==> src/rtl/entropy_byte_packer.sv <==
// entropy_byte_packer: samples an entropy bit, packs bytes MSB-first into a FIFO and strobes them to a UART.
// Define ENTROPY_VON_NEUMANN_EN to enable von Neumann pair debiasing of the samples.
module entropy_byte_packer #(
  parameter int SAMPLE_DIV = 4,
  parameter int FIFO_DEPTH = 16
) (
  input  logic                          clk,
  input  logic                          rst_n,
  input  logic                          raw_bit,
  input  logic                          tx_free,
  input  logic                          clear_ovf,
  output logic                          transmit,
  output logic [7:0]                    tx_byte,
  output logic [$clog2(FIFO_DEPTH):0]   fifo_level,
  output logic                          overflow
);
  localparam int CW = SAMPLE_DIV > 1 ? $clog2(SAMPLE_DIV) : 1;
  localparam int AW = $clog2(FIFO_DEPTH);
  localparam int LW = AW + 1;
  typedef enum logic [1:0] {IDLE, STROBE, HOLD} state_t;
  state_t state_q, state_d;
  logic [CW-1:0] cnt_q, cnt_d;
  logic [7:0] sr_q, sr_d, tx_q, tx_d;
  logic [2:0] bc_q, bc_d;
  logic push_q, push_d, ovf_q, ovf_d;
  logic [AW-1:0] wp_q, wp_d, rp_q, rp_d;
  logic [LW-1:0] lvl_q, lvl_d;
  logic [7:0] mem [FIFO_DEPTH];
  logic smp, acc, abit, full, pop, wr, drop;
  assign smp = cnt_q == CW'(SAMPLE_DIV - 1);
`ifdef ENTROPY_VON_NEUMANN_EN
  logic half_q, half_d, first_q, first_d;
  // first_q holds the opening sample of a pair; a differing second sample yields first_q
  always_comb begin
    half_d  = smp ? ~half_q : half_q;
    first_d = (smp && !half_q) ? raw_bit : first_q;
    acc     = smp && half_q && (first_q ^ raw_bit);
    abit    = first_q;
  end
  always_ff @(posedge clk or negedge rst_n) begin
    if (!rst_n) begin
      half_q  <= 1'b0;
      first_q <= 1'b0;
    end else begin
      half_q  <= half_d;
      first_q <= first_d;
    end
  end
`else
  assign acc  = smp;
  assign abit = raw_bit;
`endif
  // sr_q already holds the complete byte in the cycle push_q is high
  always_comb begin
    cnt_d  = smp ? '0 : cnt_q + CW'(1);
    sr_d   = acc ? {sr_q[6:0], abit} : sr_q;
    bc_d   = acc ? bc_q + 3'd1 : bc_q;
    push_d = acc && bc_q == 3'd7;
    full   = lvl_q == LW'(FIFO_DEPTH);
    pop    = state_q == IDLE && tx_free && lvl_q != '0;
    wr     = push_q && (!full || pop);
    drop   = push_q && full && !pop;
    wp_d   = wr ? wp_q + AW'(1) : wp_q;
    rp_d   = pop ? rp_q + AW'(1) : rp_q;
    lvl_d  = lvl_q + LW'(wr) - LW'(pop);
    tx_d   = pop ? mem[rp_q] : tx_q;
    ovf_d  = drop || (ovf_q && !clear_ovf);
  end
  always_comb begin
    state_d = state_q == STROBE ? HOLD : state_q == HOLD ? IDLE : pop ? STROBE : IDLE;
  end
  always_ff @(posedge clk or negedge rst_n) begin
    if (!rst_n) begin
      state_q <= IDLE;
      cnt_q   <= '0;
      sr_q    <= '0;
      bc_q    <= '0;
      push_q  <= 1'b0;
      wp_q    <= '0;
      rp_q    <= '0;
      lvl_q   <= '0;
      tx_q    <= '0;
      ovf_q   <= 1'b0;
    end else begin
      state_q <= state_d;
      cnt_q   <= cnt_d;
      sr_q    <= sr_d;
      bc_q    <= bc_d;
      push_q  <= push_d;
      wp_q    <= wp_d;
      rp_q    <= rp_d;
      lvl_q   <= lvl_d;
      tx_q    <= tx_d;
      ovf_q   <= ovf_d;
    end
  end
  always_ff @(posedge clk) begin
    if (wr) mem[wp_q] <= sr_q;
  end
  always_comb begin
    transmit   = state_q == STROBE;
    tx_byte    = tx_q;
    fifo_level = lvl_q;
    overflow   = ovf_q;
  end
endmodule

==> config.mk <==
export PLATFORM = sky130hd
export DESIGN_NAME = entropy_byte_packer
export DESIGN_NICKNAME = d
export VERILOG_FILES = /design/src/rtl/entropy_byte_packer.sv
export SDC_FILE = /design/constraint.sdc
export NUM_CORES = 1
export LEC_CHECK = 0
export ABC_CLOCK_PERIOD_IN_PS = 7200
export CORE_MARGIN = 2
export CORE_UTILIZATION = 30
export CTS_CLUSTER_SIZE = 25
export DETAILED_ROUTE_END_ITERATION = 16
export PLACE_DENSITY = 0.49
export SYNTH_ARGS = -nofsm -noshare
export SYNTH_HDL_FRONTEND = slang
export SYNTH_SLANG_ARGS = --single-unit
==> constraint.sdc <==
create_clock -name clk -period 7.2 [get_ports clk]
set_clock_uncertainty 0.05 [all_clocks]
set_input_delay 1.44 -clock clk [delete_from_list [all_inputs] [get_ports clk]]
set_output_delay 1.44 -clock clk [all_outputs]
set_load 0.01 [all_outputs]
==> results of run 1 <==
registers in the layout, indices dropped and copies added, names as in the netlist:
register	flops
wp_q	4
rp_q	4
sr_q	8
fifo_level	5
overflow	1
mem	128
cnt_q	2
tx_byte	8
bc_q	3
push_q	1
state_q	2
worst max-delay path by stage:
stage                        from             to  slack [ns]  depth (start not counted)
final                     tx_free  fifo_level[4]        3.41                         12
after global placement    tx_free  fifo_level[4]        3.05                         12
after floorplan           tx_free  fifo_level[4]        3.72                         11
after global routing      tx_free  fifo_level[4]        3.15                         12
after CTS                 tx_free  fifo_level[4]        3.44                         12
after detailed placement  tx_free  fifo_level[4]        3.01                         12
logic make-up (layout without fill, tap and decap cells):
logic type               after synthesis  in the layout  synth area share
AO/OA/AOI/OAI                         31             31            0.0338
XOR/XNOR                              11             11            0.0144
adder cells (fa/ha/maj)               15             15            0.0293
buffers and inverters                 34             75            0.0263
flip-flops                           166            166             0.719
multiplexers                          50             50             0.141
AND/OR/NAND/NOR                       43             43            0.0362
stage by stage:
| stage | worst slack (ns) | hold slack [ns] |
|---|---|---|
| finish | 3.41 | 0.378 |
| global route | 3.15 | 0.392 |
| CTS | 3.44 | 0.380 |
| detailed placement | 3.01 | 0.372 |
| global placement | 3.05 | 0.364 |
| floorplan | 3.72 | 0.353 |
cell usage after synthesis (6+ instances only):
library cell / number / area share
sky130_fd_sc_hd__mux2_2: 10 / 0.017
sky130_fd_sc_hd__clkbuf_1: 6 / 0.0034
sky130_fd_sc_hd__and2_1: 9 / 0.0084
sky130_fd_sc_hd__mux2i_1: 8 / 0.012
sky130_fd_sc_hd__a21oi_1: 10 / 0.0075
sky130_fd_sc_hd__a22o_1: 9 / 0.012
sky130_fd_sc_hd__nor2_1: 7 / 0.0039
sky130_fd_sc_hd__inv_1: 14 / 0.0079
sky130_fd_sc_hd__mux4_2: 24 / 0.081
sky130_fd_sc_hd__nor2b_1: 9 / 0.0084
sky130_fd_sc_hd__dfrtp_1: 38 / 0.14
sky130_fd_sc_hd__ha_1: 14 / 0.026
sky130_fd_sc_hd__edfxtp_1: 128 / 0.58
sky130_fd_sc_hd__xnor2_1: 8 / 0.011
sky130_fd_sc_hd__nand2_1: 6 / 0.0034
sky130_fd_sc_hd__a211o_1: 8 / 0.011
sky130_fd_sc_hd__mux4_1: 8 / 0.032
cell type report:
cell class | count | area, µm² | share of cell area
Sequential cell | 166 | 4800 | 0.618
Tap cell | 280 | 350 | 0.0451
Inverter | 16 | 60.1 | 0.00773
Timing Repair Buffer | 27 | 245 | 0.0316
Clock buffer | 19 | 433 | 0.0557
Clock inverter | 13 | 180 | 0.0232
Multi-Input combinational cell | 150 | 1700 | 0.219
where the power goes:
part	leakage [nW]	total [mW]	internal (mW)	switching (mW)
clock	0.291	0.932	0.579	0.353
sequential	1.61	1.18	1.09	0.0843
combinational	0.822	0.708	0.364	0.343
routing by layer:
metal	vias to the layer above	GRT usage
met5	-	0
met3	4	0.0312
met2	54	0.183
li1	1427	-
met1	1637	0.168
met4	0	0.0410
==> results list, run 1 <==
* Outcome: finished, final reports clean
* Sort of element at the end of the critical path: flop
- Summed over all nets, wire length on met2 after detailed routing comes to ~6300 µm.
- Time the worst path needs with I/O delays and setup: 3.79 ns
* 1st-iter DRT viols: 240
- For this run, design rule violations remaining after detail routing come to 0.
* Synthesized flop and latch total: around 170
* Antenna diode count: 0
* Number of max-slew violations in the final report: 0
- The endpoint identified for the worst register-to-register timing path is fifo_level[4].
- Wire length per cell: between 15 and 20 µm
- Core area: ~0.022 mm²
- Commonest non-fill, non-tap cells in the layout: sky130_fd_sc_hd__edfxtp_1 (128), sky130_fd_sc_hd__dfrtp_1 (37), sky130_fd_sc_hd__mux4_2 (24)
* Syn Area/Cell: 19.1 µm²
* Max IR drop VDD: 0.000221 V
* Worst Path Arrival: a little over 4 ns
- In this run the post-CTS setup repair buffer count came out at 0.
- For this block, the routed nets add up to 13200 µm of wire.
* Clock tree from TritonCTS: yes
- The number of buffers and inverters on the critical path is 3.
- Flip-flop cell with the highest count after synthesis: sky130_fd_sc_hd__edfxtp_1
- After routing, the total negative slack on setup checks comes to 0 ns.
* Total number of vias: 3122
* Class of the most critical hold timing path: flop to flop
* Crit-path slowest cell: sky130_fd_sc_hd__clkdlybuf4s50_1
* Setup-violating endpoint count in the final report: 0
* Vertical die dimension: around 150 µm
- For this design, the CTS-stage hold fixing added 0 buffers.
- Met1 layer wirelength in the final routing: 6390 µm
- Starting Density: 0.306
- The HPWL after detailed placement is 8200 µm.
- Endpoint of the worst hold-timing path: cnt_q[0]
- Pin count of the biggest net entering global routing: 39
* CTS Root Buffer Type: sky130_fd_sc_hd__clkbuf_16
* Filler-free cell count of the finished design: 671
- The worst register-to-register path begins at fifo_level[3].
- Counting every instance in the synthesized netlist gives between 300 and 400.
- Worst path cell trace: clkdlybuf4s50_1 > nor3b_1 > o31a_1 > inv_2 > ha_1 > inv_1 > ha_1 > fa_1 > a21oi_1 > nor2_1 > nor2_1 > xnor2_1
- The placed instances occupy a cell area of 0.00715 mm².
- Relative to the synthesized area, the layout overhead comes to 16.4%.
* Total nets after synthesis: 370
- Via-to-Cell Ratio: 4.65
- Wire segments on met3 add up to 436 µm in the final route.
* Final hold violations: 0
- Grouping stages by cell kind, the critical path spends the most delay in adder cells.
* CP Max Fanout: 8
* Final-stage net count: 398
- Number of enable flip-flop cells after synthesis: around 130
* Slew margin rel.: 0.380
* Post-route antenna net violation count: 0
- In this run the top signal layer used is met4.
- In the global route stage, overall resource usage came out at 0.120.
* Number of synthesis warnings: 0
* Number of fillers in the final layout: between 2000 and 2500
* Area of the mapped netlist: 0.00667 mm²
- The die covers 0.0234 mm².
- The library cell used most frequently in the layout, excluding fill and tap cells, is sky130_fd_sc_hd__edfxtp_1.
- Row generation in the floorplan step produced 54 rows.
- RePlAce Congestion: slightly above 0.7
- Total power for the finished layout comes to 2.82 mW.
- Measured on the finished design, the core utilization comes to 0.356.
- Number of iterations in the first detailed-routing pass: 4
- CP required: 7.49 ns
- In the final layout, the share of cells above drive strength 1 is 0.192.
- During I/O placement, the number of pins put on the boundary was 20.
* Clock input transition at the sequential cells of the worst setup and hold paths: 0.06 ns
* Transition time of the tightest slew-check pin: 0.931 ns
* Worst skew pair latency: around 0.42 ns
* Static power due to leakage: roughly 2.7 nW
- Unrepaired setup endpoints after global routing: false
- Biggest cell delay along the critical path: 0.45 ns
- Of the available clock period, the critical path in the final layout requires 0.526.
- Instance count after placement with tap cells included: between 600 and 700
* Resized cells post-CTS: 0
* CTS sink count: 166
- H-tree depth: 4
- After synthesis, the share of flip-flops with an asynchronous set or reset is 0.229.
- For the worst flop-to-flop path, the logic depth is 14.
- R2R Setup Slk: 4.19 ns
- Count of input and output buffers: 19
- In this run the most critical hold path is launched from cnt_q[0].
- The worst setup path is of the input pin to flop kind.
- In this run the deepest clock path goes through 2 buffers.
- Final design area excluding fillers: ~0.0078 mm²
- Initial antenna violation count: 0
- Peak clock frequency supported by timing: 264 MHz
- Number of max-cap violations: 0
* Number of cells on the worst hold path: 1
- In this run the power density over the cells is 363 mW/mm².
- The via count of the first global-routing pass is 3326.
* Post-synthesis sequential area ratio: 0.719
- Counting the buffers created by CTS gives 17.
- Horizontal die dimension: 153 µm
* Number of distinct standard cells referenced by the synthesized netlist: 37
- Global routing finished with a remaining overflow of 0.
- Critical Path Source Type: input pin
* Wire length of the first global-routing pass: 20700 µm
Power figures use the tool's default switching activity.
==> inputs of run 2 (changes only) <==
--- a/config.mk
+++ b/config.mk
@@ -5,12 +5,12 @@
 export SDC_FILE = /design/constraint.sdc
 export NUM_CORES = 1
 export LEC_CHECK = 0
-export ABC_CLOCK_PERIOD_IN_PS = 7200
+export ABC_CLOCK_PERIOD_IN_PS = 3330
 export CORE_MARGIN = 2
 export CORE_UTILIZATION = 30
 export CTS_CLUSTER_SIZE = 25
 export DETAILED_ROUTE_END_ITERATION = 16
-export PLACE_DENSITY = 0.49
+export PLACE_DENSITY = 0.5
 export SYNTH_ARGS = -nofsm -noshare
 export SYNTH_HDL_FRONTEND = slang
 export SYNTH_SLANG_ARGS = --single-unit
==> constraint.sdc (replaced) <==
create_clock -name clk -period 3.33 [get_ports clk]
set_clock_uncertainty 0.05 [all_clocks]
set_input_delay 0.666 -clock clk [delete_from_list [all_inputs] [get_ports clk]]
set_output_delay 0.666 -clock clk [all_outputs]
set_load 0.01 [all_outputs]
==> results list, run 2 (synthesized netlist as in run 1, its figures left out) <==
* Outcome: finished, final reports clean
- Clock input transition at the sequential cells of the worst setup and hold paths: 0.06 ns (about the same)
- Critical path class: flop to flop
* Number of iterations in the first detailed-routing pass: 4 (unchanged)
- CTS sink count: 166 (unchanged)
- The total of cells resized after clock tree synthesis came to 0 (unchanged).
- Sort of element at the end of the critical path: flop
* Vertical die dimension: 153 µm (unchanged)
- Flip-flop count of the largest register, all copies and words added: 128 (unchanged)
- The switching power total came to 1.64 mW (+110%).
* Synthesis-to-finish area growth: 15.5%
- The number of antenna diodes was 0 (unchanged).
- The path class of the tightest hold or removal check is input pin to async pin.
- The area enclosed by the die boundary was 0.0234 mm² (unchanged).
- The max-slew violation total from the final report was 0 (unchanged).
* Post-route antenna net violation count: 0 (unchanged)
* Count of input and output buffers: 19 (unchanged)
* Slew margin rel.: 0.404 (+0.0242)
- Wire length per cell: 19.2 µm (-2.3%)
* Overall routing resource usage: 0.119 (-0.00169)
- Final Cycle Share: 0.848
- The combinational fraction of design power is 0.248 (-0.003).
- Tracing the worst setup path back leads to its startpoint at fifo_level[3].
- Setup repair after global routing left no endpoint under its margin.
- The number of I/O pins came to 20 (unchanged).
- The startpoint identified for the worst register-to-register timing path is fifo_level[3].
* Clock tree from TritonCTS: yes
- The required time of the worst setup path is 3.63 ns (-3.86 ns).
* Total number of vias: 3185 (+2.0%)
* Worst Path Arrival: 3.12 ns (-0.96 ns)
- Sequential group share of total power: 0.459 (+0.041)
- In this run the worst setup path terminates at fifo_level[4].
- The number of H-tree levels is 4 (unchanged).
* Internal portion of total power: 4.11 mW (+100%)
- Initial antenna violation count: 0 (unchanged)
- The wire length reported by the detailed router was 13000 µm (-1.6%).
- Static power due to leakage: 2.71 nW (-0.53%)
- CP Max Fanout: 4 (-4)
* Critical Path Source Type: flop
- The cell count after placement is 644 (+0.78%).
* TritonCTS buffer count: 17 (unchanged)
- Row count: 54 (unchanged)
- Max IR drop VDD: 0.000425 V (+92%)
- The final total negative setup slack came to 0 ns (unchanged).
* Part of the power in the clock network: 0.293 (-0.038)
* Peak clock frequency supported by timing: 354 MHz
* DRC: 0 (unchanged)
- Setup-violating endpoint count in the final report: 0 (unchanged)
- Cell depth of the worst flop-to-flop path: 13 (-1)
- Reg-to-reg critical path endpoint: fifo_level[4]
* Transition time of the tightest slew-check pin: 0.894 ns (-0.0364 ns)
* Commonest non-fill, non-tap cells in the layout: sky130_fd_sc_hd__edfxtp_1 (128), sky130_fd_sc_hd__dfrtp_1 (37), sky130_fd_sc_hd__mux4_2 (24)
- Worst skew pair latency: 0.42 ns (about the same)
- For the finished layout, the period the worst path requires is 2.82 ns.
- The largest net degree at the start of global routing came to 39 (unchanged).
- The remaining global-route overflow was 0 (unchanged).
* Via count of the first global-routing pass: 3417 (+2.7%)
- R2R Setup Slk: 0.51 ns (-3.68 ns)
- The wire length of the first global-routing pass is 20300 µm (-1.8%).
- Horizontal die dimension: 153 µm (unchanged)
- RePlAce Congestion: 0.734 (+1.6%)
- The power per standard cell area is 746 mW/mm² (+110%).
- The final non-filler cell total came to 676 (+0.75%).
* Starting Density: 0.306 (unchanged)
- Most frequent standard cell in the layout excluding fill and tap cells: sky130_fd_sc_hd__edfxtp_1
- The fraction of power spent switching nets is 0.285 (+0.00812).
* Setup Buffers After CTS: 0 (unchanged)
- The hold buffer count at CTS is 0 (unchanged).
* Fraction of final layout cells with drive strength greater than 1: 0.194 (+0.00263)
- Core area: 0.0218 mm² (unchanged)
* Deepest clock path buffer count: 2 (unchanged)
- The placed wire-length estimate came to 8110 µm (-1.1%).
- The tree is rooted in a sky130_fd_sc_hd__clkbuf_16.
- 1st-iter DRT viols: 205 (-15%)
- Final-stage net count: 403 (+1.3%)
- The max-capacitance violation count was 0 (unchanged).
- The via density per instance was 4.71 (+1.3%).
- Register with the most flip-flops: mem
- The number of endpoints with negative hold slack in the final report came to 0 (unchanged).
==> run 2: cell count changes in the layout (fill, tap and decap cells not counted) <==
cell,previous run,this run
sky130_fd_sc_hd__buf_4,8,12
sky130_fd_sc_hd__bufinv_16,4,0
sky130_fd_sc_hd__clkbuf_1,2,6
sky130_fd_sc_hd__clkinv_2,2,5
sky130_fd_sc_hd__buf_12,0,1
sky130_fd_sc_hd__clkinv_1,1,0
sky130_fd_sc_hd__clkinvlp_2,1,0
sky130_fd_sc_hd__inv_6,1,0
==> run 2: how the worst min path moves through the flow <==
stage / cells past startpoint / from / end / slack [ns]
global placement: 1 / cnt_q[0] / cnt_q[0] / 0.36
finish: 1 / rst_n / bc_q[1] / 0.32
floorplan: 0 / rst_n / bc_q[0] / 0.32
global route: 1 / rst_n / bc_q[1] / 0.39
CTS: 1 / rst_n / bc_q[1] / 0.34
detailed placement: 1 / cnt_q[0] / cnt_q[0] / 0.38
==> run 2: cell type report <==
| class | instances | area, µm² |
|---|---|---|
| inverters | 16 | 60.1 |
| flip-flops and latches | 166 | 4800 |
| clock buffers | 23 | 448 |
| clock inverters | 9 | 57.6 |
| multi-input cells | 150 | 1700 |
| repair buffers | 32 | 295 |
| fillers | 2029 | 14100 |
| well taps | 280 | 350 |
==> run 2: power groups by stage <==
stage	sequential, mW	clock [mW]	combinational (mW)
floorplan	2.52	0	1.13
global placement	2.69	0	1.44
detailed placement	2.69	0	1.46
CTS	2.65	1.73	1.46
global route	2.68	1.81	1.56
finish	2.64	1.69	1.43
==> run 2: worst max-delay path, stage by stage, from the launching register on <==
cell	delay, ns
sky130_fd_sc_hd__dfrtp_1	0.41
sky130_fd_sc_hd__inv_1	0.09
sky130_fd_sc_hd__ha_1	0.15
sky130_fd_sc_hd__or3b_1	0.39
sky130_fd_sc_hd__o21ai_1	0.21
sky130_fd_sc_hd__inv_2	0.09
sky130_fd_sc_hd__ha_1	0.28
sky130_fd_sc_hd__inv_1	0.04
sky130_fd_sc_hd__ha_1	0.19
sky130_fd_sc_hd__fa_1	0.41
sky130_fd_sc_hd__a21oi_1	0.15
sky130_fd_sc_hd__nor2_1	0.05
sky130_fd_sc_hd__nor2_1	0.11
sky130_fd_sc_hd__xnor2_1	0.12
==> run 2: metrics by stage <==
stage           util  cell area, µm²  setup slack (ns)  power (mW)  hold WS, ns
2_1_floorplan      -            6670             0.542        3.65        0.320
3_3_place_gp   0.330            7200             0.158        4.14        0.364
3_5_place_dp   0.330            7200             0.132        4.15        0.381
4_1_cts        0.353            7710             0.488        5.85        0.344
5_1_grt        0.353            7710             0.285        6.06        0.387
6_report       0.353            7710             0.506        5.75        0.321
==> run 2: per-layer routing <==
layer	up-vias	track usage	wire (µm)
met4	0	0.0494	249
met3	21	0.0286	431
met5	-	0	0
li1	1435	-	-
met1	1655	0.154	6090
met2	74	0.191	6230
==> inputs of run 3 (changes only) <==
--- a/config.mk
+++ b/config.mk
@@ -5,12 +5,12 @@
 export SDC_FILE = /design/constraint.sdc
 export NUM_CORES = 1
 export LEC_CHECK = 0
-export ABC_CLOCK_PERIOD_IN_PS = 3330
+export ABC_CLOCK_PERIOD_IN_PS = 2800
 export CORE_MARGIN = 2
 export CORE_UTILIZATION = 30
 export CTS_CLUSTER_SIZE = 25
 export DETAILED_ROUTE_END_ITERATION = 16
-export PLACE_DENSITY = 0.5
+export PLACE_DENSITY = 0.49
 export SYNTH_ARGS = -nofsm -noshare
 export SYNTH_HDL_FRONTEND = slang
 export SYNTH_SLANG_ARGS = --single-unit
==> constraint.sdc (replaced) <==
create_clock -name clk -period 2.8 [get_ports clk]
set_clock_uncertainty 0.05 [all_clocks]
set_input_delay 0.56 -clock clk [delete_from_list [all_inputs] [get_ports clk]]
set_output_delay 0.56 -clock clk [all_outputs]
set_load 0.01 [all_outputs]
==> results list, run 3 (synthesized netlist as in run 1, its figures left out) <==
* Cell depth of the worst flop-to-flop path: 13 (unchanged)
- The via density per instance was 4.64 (-1.6%).
- Number of max-cap violations: 0 (unchanged)
* Flip-flop count of the largest register, all copies and words added: 128 (unchanged)
- Outcome: finished, final reports clean
* CP dominant cell by count: sky130_fd_sc_hd__ha_1
* Synthesis-to-finish area growth: 20.1%
* Sort of element at the end of the critical path: flop
- The violation count after the first detailed-route iteration was 173 (-16%).
* DRC: 0 (unchanged)
- The number of nets still failing antenna checks after routing is 0 (unchanged).
- Final-stage net count: 418 (+3.7%)
- The initial antenna violation count is 0 (unchanged).
- The library cell used most frequently in the layout, excluding fill and tap cells, is sky130_fd_sc_hd__edfxtp_1.
- The top cell types in the final layout, fill and taps aside, are sky130_fd_sc_hd__edfxtp_1 (128), sky130_fd_sc_hd__dfrtp_1 (37), sky130_fd_sc_hd__mux4_2 (24).
* RePlAce Congestion: 0.765 (+4.2%)
- The largest fanout of any net on the critical path came to 3 (-1).
- The final setup violation count is 0 (unchanged).
* Slew margin rel.: 0.406 (+0.00191)
- The remaining global-route overflow is 0 (unchanged).
- The count of buffers from port buffering was 19 (unchanged).
- Register with the most flip-flops: mem
* Pin count of the biggest net entering global routing: 39 (unchanged)
* Overall power consumption: 7.22 mW (+26%)
- Post-detail-place hpwl: 8380 µm (+3.3%)
- The transition time at the pin with the least slew margin is 0.891 ns (-0.00287 ns).
* Instance count after placement with tap cells included: 657 (+2.0%)
- The wire length of the first global-routing pass came to 20000 µm (-1.3%).
- The number of H-tree levels is 4 (unchanged).
* Worst Path Arrival: 2.95 ns (-0.17 ns)
- In this run the worst hold path is classified as input pin to async pin.
- Peak clock frequency supported by timing: 378 MHz (+6.8%)
- The wire length reported by the detailed router came to 13000 µm (+0.34%).
* Overall routing resource usage: 0.118 (-0.000523)
- Number of max-slew violations in the final report: 0 (unchanged)
- Worst skew pair latency: 0.43 ns (about the same)
* Number of primary I/O pins: 20 (unchanged)
- Final Cycle Share: 0.944 (+0.0962)
- Launch point of the worst path: fifo_level[2]
* Die area: 0.0234 mm² (unchanged)
- The peak ir drop on the vdd network was 0.000516 V (+21%).
- The share of final-layout standard cells stronger than drive strength 1 came to 0.246 (+0.0513).
* Deepest clock path buffer count: 2 (unchanged)
* Row count: 54 (unchanged)
* Clock input transition at the sequential cells of the worst setup and hold paths: 0.07 ns (about the same)
- The final non-filler cell total came to 691 (+2.2%).
- STA classifies the critical path startpoint as a flop.
- The count of TritonRoute iterations in the first routing pass came to 4 (unchanged).
* Via count of the first global-routing pass: 3278 (-4.1%)
- The final critical-path required period is 2.64 ns (-0.180 ns).
* Vertical die dimension: 153 µm (unchanged)
- Power per unit of standard cell area: 901 mW/mm² (+21%)
- Static power due to leakage: 2.85 nW (+5.2%)
- The via count was 3204 (+0.60%).
- TritonCTS built the clock tree.
- The hold buffer count at CTS was 0 (unchanged).
- CTS sink count: 166 (unchanged)
* Worst path cell trace: inv_1 > ha_1 > or3b_4 > o31a_1 > inv_2 > ha_1 > inv_1 > ha_1 > fa_2 > a21oi_2 > nor2_1 > nor2_1 > xnor2_1
* Startpoint of the lowest-slack register-to-register path: fifo_level[2]
* Reg-to-reg critical path endpoint: fifo_level[4]
- Setup repair after global routing left no endpoint under its margin.
* Final hold violations: 0 (unchanged)
* Timing endpoint of the critical path: fifo_level[4]
- Crit-path slowest cell: sky130_fd_sc_hd__dfrtp_1
* Critical path class: flop to flop
- CP required: 3.11 ns (-0.52 ns)
* Antenna diode count: 0 (unchanged)
- TritonCTS buffer count: 17 (unchanged)
- R2R Setup Slk: 0.16 ns (-0.35 ns)
- Horizontal die dimension: 153 µm (unchanged)
- The area of the core region was 0.0218 mm² (unchanged).
* CTS Root Buffer Type: sky130_fd_sc_hd__clkbuf_16
- Wire length per cell: 18.9 µm (-1.8%)
- The delay contributed by the slowest stage of the critical path came to 0.41 ns (about the same).
- Starting Density: 0.306 (unchanged)
==> run 3: how the worst min path moves through the flow <==
stage	from	endpoint	slack (ns)
after floorplan	rst_n	bc_q[0]	0.21
after global placement	cnt_q[0]	cnt_q[0]	0.36
after detailed placement	cnt_q[0]	cnt_q[0]	0.37
after CTS	rst_n	sr_q[7]	0.23
after global routing	rst_n	bc_q[1]	0.25
final	rst_n	bc_q[0]	0.20
==> run 3: per-layer routing <==
layer	routed length [µm]	vias up	global-route usage
li1	-	1472	-
met1	6260	1664	0.165
met2	6100	48	0.176
met3	446	20	0.0318
met4	233	0	0.0463
met5	0	-	0
==> run 3: worst max-delay path, delay by kind of cell, from the launching register on <==
kind | cells | cell delay, ns
AO/OA/AOI/OAI | 2 | 0.44
XOR/XNOR | 1 | 0.13
adder cells (fa/ha/maj) | 4 | 0.79
buffers and inverters | 3 | 0.19
flip-flops | 1 | 0.41
AND/OR/NAND/NOR | 3 | 0.55
==> run 3: area by class of cell <==
cell class                      count  area [µm²]
Clock buffer                       17         425
Clock inverter                     15         160
Fill cell                        2000       13800
Inverter                           16        60.1
Multi-Input combinational cell    150        1710
Sequential cell                   166        4800
Tap cell                          280         350
Timing Repair Buffer               47         508
==> run 3: stage by stage <==
| stage | TNS, ns | util | setup slack [ns] | hold slack [ns] | instance area, µm² |
|---|---|---|---|---|---|
| detailed placement | -0.304 | 0.339 | -0.192 | 0.370 | 7400 |
| floorplan | 0 | - | 0.0120 | 0.214 | 6670 |
| finish | 0 | 0.367 | 0.157 | 0.201 | 8010 |
| global placement | -0.275 | 0.339 | -0.182 | 0.363 | 7400 |
| global route | 0 | 0.367 | 0.0385 | 0.253 | 8010 |
| CTS | 0 | 0.366 | 0.0365 | 0.228 | 7990 |
==> run 3: what timing repair did <==
item | in CTS | in global routing
resized for setup | 0 | 4
buffers inserted | 0 | 2
endpoints found under the setup margin | 0 | 1
==> run 3: power by group <==
group | leakage (nW) | internal, mW | switching (mW)
Combinational | 0.954 | 1.02 | 0.799
Sequential | 1.61 | 2.81 | 0.300
Clock | 0.284 | 1.27 | 1.03
Total | 2.85 | 5.10 | 2.13
